==> config.mk <==
export PLATFORM = sky130hd
export DESIGN_NAME = pipe_adder
export DESIGN_NICKNAME = d
export VERILOG_FILES = /design/src/rtl/pipe_adder_pkg.sv /design/src/rtl/full_adder.sv /design/src/rtl/pipe_adder_slice.sv /design/src/rtl/pipe_adder.sv
export SDC_FILE = /design/constraint.sdc
export NUM_CORES = 1
export LEC_CHECK = 0
export CAP_MARGIN = 30
export CORE_AREA = 2 2 139 141
export CTS_BUF_LIST = sky130_fd_sc_hd__clkbuf_2
export DETAILED_ROUTE_END_ITERATION = 7
export DIE_AREA = 0 0 141 143
export PLACE_DENSITY_LB_ADDON = 0.2
export SLEW_MARGIN = 20
export SYNTH_ARGS = -nofsm -noshare
export SYNTH_HDL_FRONTEND = slang
export SYNTH_SLANG_ARGS = --single-unit
==> constraint.sdc <==
create_clock -name clk -period 10.7 [get_ports clk]
set_input_delay 2.675 -clock clk [delete_from_list [all_inputs] [get_ports clk]]
set_output_delay 2.675 -clock clk [all_outputs]
set_load 0.02 [all_outputs]
==> src/rtl/pipe_adder_pkg.sv <==
// pipe_adder_pkg: shared types and helpers for the pipelined adder.
//   stage_t      - per-stage record (beat valid + carry out of the stage)
//   calc_stages  - number of pipeline stages for a WIDTH/CHUNK pair
//   chunk_ok     - elaboration-time legality check of WIDTH/CHUNK
package pipe_adder_pkg;

  typedef struct packed {
    logic vld;
    logic carry;
  } stage_t;

  function automatic int calc_stages(input int w, input int c);
    return w / c;
  endfunction

  function automatic bit chunk_ok(input int w, input int c);
    return (c >= 1) && (w >= c) && ((w % c) == 0);
  endfunction

endpackage

==> src/rtl/full_adder.sv <==
// full_adder: single-bit full adder cell.
//   a_i, b_i, c_i : addends and carry-in
//   s_o, c_o      : sum and carry-out
module full_adder (
  input  logic a_i,
  input  logic b_i,
  input  logic c_i,
  output logic s_o,
  output logic c_o
);
  assign s_o = a_i ^ b_i ^ c_i;
  assign c_o = (a_i & b_i) | (c_i & (a_i ^ b_i));
endmodule

==> src/rtl/pipe_adder_slice.sv <==
// pipe_adder_slice: combinational W-bit ripple of full_adder cells.
//   a_i, b_i : W-bit operand chunks
//   c_i      : carry into bit 0
//   s_o      : W-bit sum chunk
//   c_o      : carry out of bit W-1
//   c_msb_o  : carry into bit W-1 (for signed overflow of the top slice)
module pipe_adder_slice #(
  parameter int W = 8
) (
  input  logic [W-1:0] a_i,
  input  logic [W-1:0] b_i,
  input  logic         c_i,
  output logic [W-1:0] s_o,
  output logic         c_o,
  output logic         c_msb_o
);
  logic [W:0] c;

  assign c[0] = c_i;

  for (genvar i = 0; i < W; i++) begin : g_bit
    full_adder u_fa (
      .a_i(a_i[i]),
      .b_i(b_i[i]),
      .c_i(c[i]),
      .s_o(s_o[i]),
      .c_o(c[i+1])
    );
  end

  assign c_o     = c[W];
  assign c_msb_o = c[W-1];
endmodule

==> src/rtl/pipe_adder.sv <==
// pipe_adder: pipelined WIDTH-bit adder, one CHUNK-bit ripple slice per stage.
//   clk, rst            : clock, synchronous active-high reset
//   in_valid/in_ready   : operand beat handshake (a, b, cin)
//   out_valid/out_ready : result handshake (sum, cout, ovf)
//   sum  = a + b + cin mod 2^WIDTH, cout = carry out of MSB,
//   ovf  = carry into MSB ^ carry out of MSB.
// Optional: define PIPE_ADDER_SUB_EN to add input 'sub'; when set the beat
// computes a - b - cin (cout=1 means no borrow, ovf is signed sub overflow).
// Latency is STAGES cycles; a single global enable stalls the whole pipe.
module pipe_adder
  import pipe_adder_pkg::*;
#(
  parameter int WIDTH = 32,
  parameter int CHUNK = 8
) (
  input  logic             clk,
  input  logic             rst,
  input  logic             in_valid,
  output logic             in_ready,
  input  logic [WIDTH-1:0] a,
  input  logic [WIDTH-1:0] b,
  input  logic             cin,
`ifdef PIPE_ADDER_SUB_EN
  input  logic             sub,
`endif
  output logic             out_valid,
  input  logic             out_ready,
  output logic [WIDTH-1:0] sum,
  output logic             cout,
  output logic             ovf
);
  localparam int STAGES = calc_stages(WIDTH, CHUNK);

  if (!chunk_ok(WIDTH, CHUNK)) begin : g_bad_cfg
    $error("pipe_adder: WIDTH must be a positive multiple of CHUNK");
  end

  // Subtraction is folded in once at the input: the whole inverted B word
  // travels down the pipe so later stages need no knowledge of 'sub'.
  logic [WIDTH-1:0] b_eff;
  logic             cin_eff;
`ifdef PIPE_ADDER_SUB_EN
  assign b_eff   = sub ? ~b : b;
  assign cin_eff = sub ? ~cin : cin;
`else
  assign b_eff   = b;
  assign cin_eff = cin;
`endif

  // Stage k register: A word whose chunks 0..k already hold sum bits,
  // the (skewed) B word, and the valid/carry record.
  logic [STAGES-1:0][WIDTH-1:0] a_q, a_d, b_q, b_d;
  stage_t [STAGES-1:0]          st_q, st_d;
  logic                         ovf_q, ovf_d;
  logic                         adv;

  assign adv      = !(st_q[STAGES-1].vld && !out_ready);
  assign in_ready = adv;

  for (genvar k = 0; k < STAGES; k++) begin : g_stage
    localparam logic [WIDTH-1:0] MASK =
      ((WIDTH'(1) << CHUNK) - WIDTH'(1)) << (k * CHUNK);

    logic [WIDTH-1:0] src_a, src_b;
    logic             src_c, src_v;
    logic [CHUNK-1:0] s;
    logic             co, c_msb;

    if (k == 0) begin : g_head
      assign src_a = a;
      assign src_b = b_eff;
      assign src_c = cin_eff;
      assign src_v = in_valid && adv;
    end else begin : g_tail
      assign src_a = a_q[k-1];
      assign src_b = b_q[k-1];
      assign src_c = st_q[k-1].carry;
      assign src_v = st_q[k-1].vld;
    end

    pipe_adder_slice #(.W(CHUNK)) u_slice (
      .a_i    (src_a[k*CHUNK +: CHUNK]),
      .b_i    (src_b[k*CHUNK +: CHUNK]),
      .c_i    (src_c),
      .s_o    (s),
      .c_o    (co),
      .c_msb_o(c_msb)
    );

    // Sum chunk k overwrites operand chunk k of A in the travelling word.
    assign a_d[k]  = (src_a & ~MASK) | (WIDTH'(s) << (k * CHUNK));
    assign b_d[k]  = src_b;
    assign st_d[k] = '{vld: src_v, carry: co};

    if (k == STAGES - 1) begin : g_last
      assign ovf_d = co ^ c_msb;
    end
  end

  always_ff @(posedge clk) begin
    if (rst) begin
      a_q   <= '0;
      b_q   <= '0;
      st_q  <= '0;
      ovf_q <= 1'b0;
    end else if (adv) begin
      a_q   <= a_d;
      b_q   <= b_d;
      st_q  <= st_d;
      ovf_q <= ovf_d;
    end
  end

  // The last stage's B copy has no consumer.
  logic unused_b;
  assign unused_b = ^b_q[STAGES-1];

  assign out_valid = st_q[STAGES-1].vld;
  assign sum       = a_q[STAGES-1];
  assign cout      = st_q[STAGES-1].carry;
  assign ovf       = ovf_q;
endmodule

==> impl_metrics.json <==
{
  "clock-sinks": 185,
  "grt_pass1_wl_um": 23400,
  "nets": 1020,
  "dr.pass1.iters": 4,
  "chipWidth_um": 141,
  "via_per_inst": 4.55,
  "swShare_pct": 27.2,
  "ant_nets": 0,
  "worst-r2r-setup-slack_ns": 6.39,
  "coreArea_sq_um": 18600,
  "power.clock.fraction_pct": 30.4,
  "finalSetupViolCount": 0,
  "grtUsageTotal_pct": 14.4,
  "endpoint_kind": "output pin",
  "max-vdd-ir-drop_uv": 60.2,
  "portBuffers": 104,
  "path_cells": "clkdlybuf4s50_1, nor2b_4, inv_6, clkdlybuf4s50_1",
  "fin_area_sq_um": 8470,
  "p_comb_share_pct": 9.4,
  "io-pin-count": 105,
  "power.switching_uw": 339,
  "drive_gt1_share_pct": 4.29,
  "overflow": 0,
  "synthTopCellsByArea": "dfxtp_1 (51%), nand2_1 (18%), a21oi_1 (12%), fa_1 (8.9%), buf_6 (2.5%)",
  "cp.arrival_ns": 4.45,
  "p_int_uw": 906,
  "dieHeight_um": 143,
  "grt_pass1_vias": 4803,
  "grt_start_max_net_pins": 109,
  "ys_ff_latch": 185,
  "cp-start-kind": "input port",
  "status": "completed",
  "crit_slowest_cell": "clkdlybuf4s50_1",
  "wirelength_um": 14100,
  "syn-mean-instance-area_sq_um": 8.47,
  "cts_buffers": 17,
  "wl_per_cell_um": 12.1,
  "hpwl_um": 8520,
  "place.gp.congestion": 0.694,
  "synth_cell_type_count": 14,
  "crit_fanout": 99,
  "place_area_sq_um": 8140,
  "cpPeakStageDelay_ns": 0.73,
  "drc": 0,
  "mappedNetlistNets": 952,
  "crit_family": "buffers and inverters",
  "fin_crit_sh_pct": 66.5,
  "root_buffer": "clkbuf_2",
  "finalHoldViolCount": 0,
  "cts_tree": "built",
  "crit_top_cell": "clkdlybuf4s50_1",
  "fin_skew_ns": 0.0435,
  "p_leak_uw": 0.00325,
  "yosysSeqAreaShare_pct": 51.4,
  "p_seq_share_pct": 60.2,
  "die_area_sq_um": 20200,
  "cts_setup_buffers": 0,
  "ys_warn_count": 0,
  "ctsLongestPathBuffers": 2,
  "fin_tns_setup_ns": 0,
  "drt_iter0_drc": 298,
  "synth_area_sq_um": 7210,
  "maxSlewHeadroom_pct": 45.2,
  "critical_path_required_ns": 8.03,
  "postCtsHoldBufs": 0,
  "cts.repair.resized": 0,
  "hold_class": "flip-flop to flip-flop",
  "num_vias": 5311,
  "rsz0062_at_grt": "false",
  "worst-path-buf-inv": 3,
  "clk_latency_ns": 0.77,
  "antenna_found_initial": 1,
  "rows": 50,
  "min_period_ns": 7.12,
  "power_density_nw_per_um2": 147,
  "area_delta_synth_final_pct": 17.5,
  "netlist.area_leader.share_pct": 51.4,
  "tightest_slew_ns": 0.822,
  "path_clk_slew_ns": 0.27,
  "start_util_pct": 38.8,
  "netlist.top_cell.by_area": "dfxtp_1",
  "syn-instance-count": 851,
  "path_class": "input port to output pin",
  "htree_num_levels": 4,
  "max_freq_mhz": 140,
  "drv_cap": 0,
  "slew_viol_final": 0
}
-- worst paths after layout --
| path | startpoint | endpoint | cells past startpoint |
|---|---|---|---|
| worst max register to register | g_stage[3].src_c | sum[31] | 12 |
| worst max-delay path | out_ready | in_ready | 4 |
| worst min-delay path | g_stage[1].src_a[6] | g_stage[2].src_a[6] | 2 |
| worst min register to register | g_stage[1].src_a[6] | g_stage[2].src_a[6] | 2 |
-- power groups by stage --
stage | sequential (uW) | combinational [uW] | clock [uW]
after floorplan | 764 | 66.1 | 0
after detailed placement | 763 | 118 | 0
after global routing | 755 | 134 | 423
after global placement | 762 | 117 | 0
after CTS | 750 | 118 | 398
final | 749 | 117 | 379
-- layout make-up --
cell class | count | area [sq um]
diodes | 1 | 2.50
clock buffers | 17 | 85.1
clock inverters | 15 | 186
fillers | 1917 | 10100
inverters | 29 | 114
multi-input cells | 576 | 2960
flip-flops and latches | 185 | 3700
well taps | 234 | 293
repair buffers | 110 | 1130
-- sequential cells by signal, summed over array words and instances (netlist names) --
signal,flops
g_stage.src_a,96
g_stage.src_b,48
sum,32
g_stage.src_c,3
g_stage.src_v,3
cout,1
out_valid,1
ovf,1
-- tightest hold or removal path, cell delays in order (launching register included) --
cell and delay [ns]:
dfxtp_1 0.36, nand2_1 0.05, a21oi_1 0.05
-- placed cells by master (no fill, tap or decap), types with 4 or more instances in the layout --
master	count
nand2_1	344
dfxtp_1	185
a21oi_1	172
clkdlybuf4s50_1	103
fa_1	32
inv_1	28
clkbuf_2	17
nor2_1	14
a211oi_1	12
inv_6	5
buf_4	4
-- Yosys cell counts --
cell type and number:
dfxtp_1 185, fa_1 32, a211oi_1 12, nor2_1 14
inv_1 28, nor2b_4 1, inv_4 1, clkbuf_1 12
buf_2 14, xnor2_1 1, buf_4 19, a21oi_1 172
nand2_1 344, buf_6 16
-- logic make-up (layout without fill, tap and decap cells) --
group,Yosys count,after routing,share of synthesized area [%]
XOR/XNOR,1,1,0.121
buffers and inverters,90,171,7.62
AND/OR/NAND/NOR,359,359,18.8
other,0,1,0
flip-flops,185,185,51.4
adder cells (fa/ha/maj),32,32,8.88
AO/OA/AOI/OAI,184,184,13.2
-- per-stage QoR --
step                      hold slack (ns)  utilization, %  total power, uW  setup WS (ns)  std cells
after floorplan                     0.432               -              830           4.80        851
after global placement              0.438            43.8              879           3.52       1132
after detailed placement            0.444            43.8              881           3.52       1132
after CTS                           0.443            45.3             1270           3.51       1164
after global routing                0.478            45.6             1310           3.47       1167
final                               0.438            45.6             1240           3.58       1167
-- routing by layer --
metal / vias up / global-route usage, % / share of wire (%)
met2: 87 / 20.8 / 43
met3: 14 / 3.39 / 3.2
li1: 2833 / - / -
met4: 0 / 5.37 / 1.6
met5: - / 0 / 0
met1: 2377 / 20.9 / 52
Note: power is estimated with default switching activity, not from simulation.
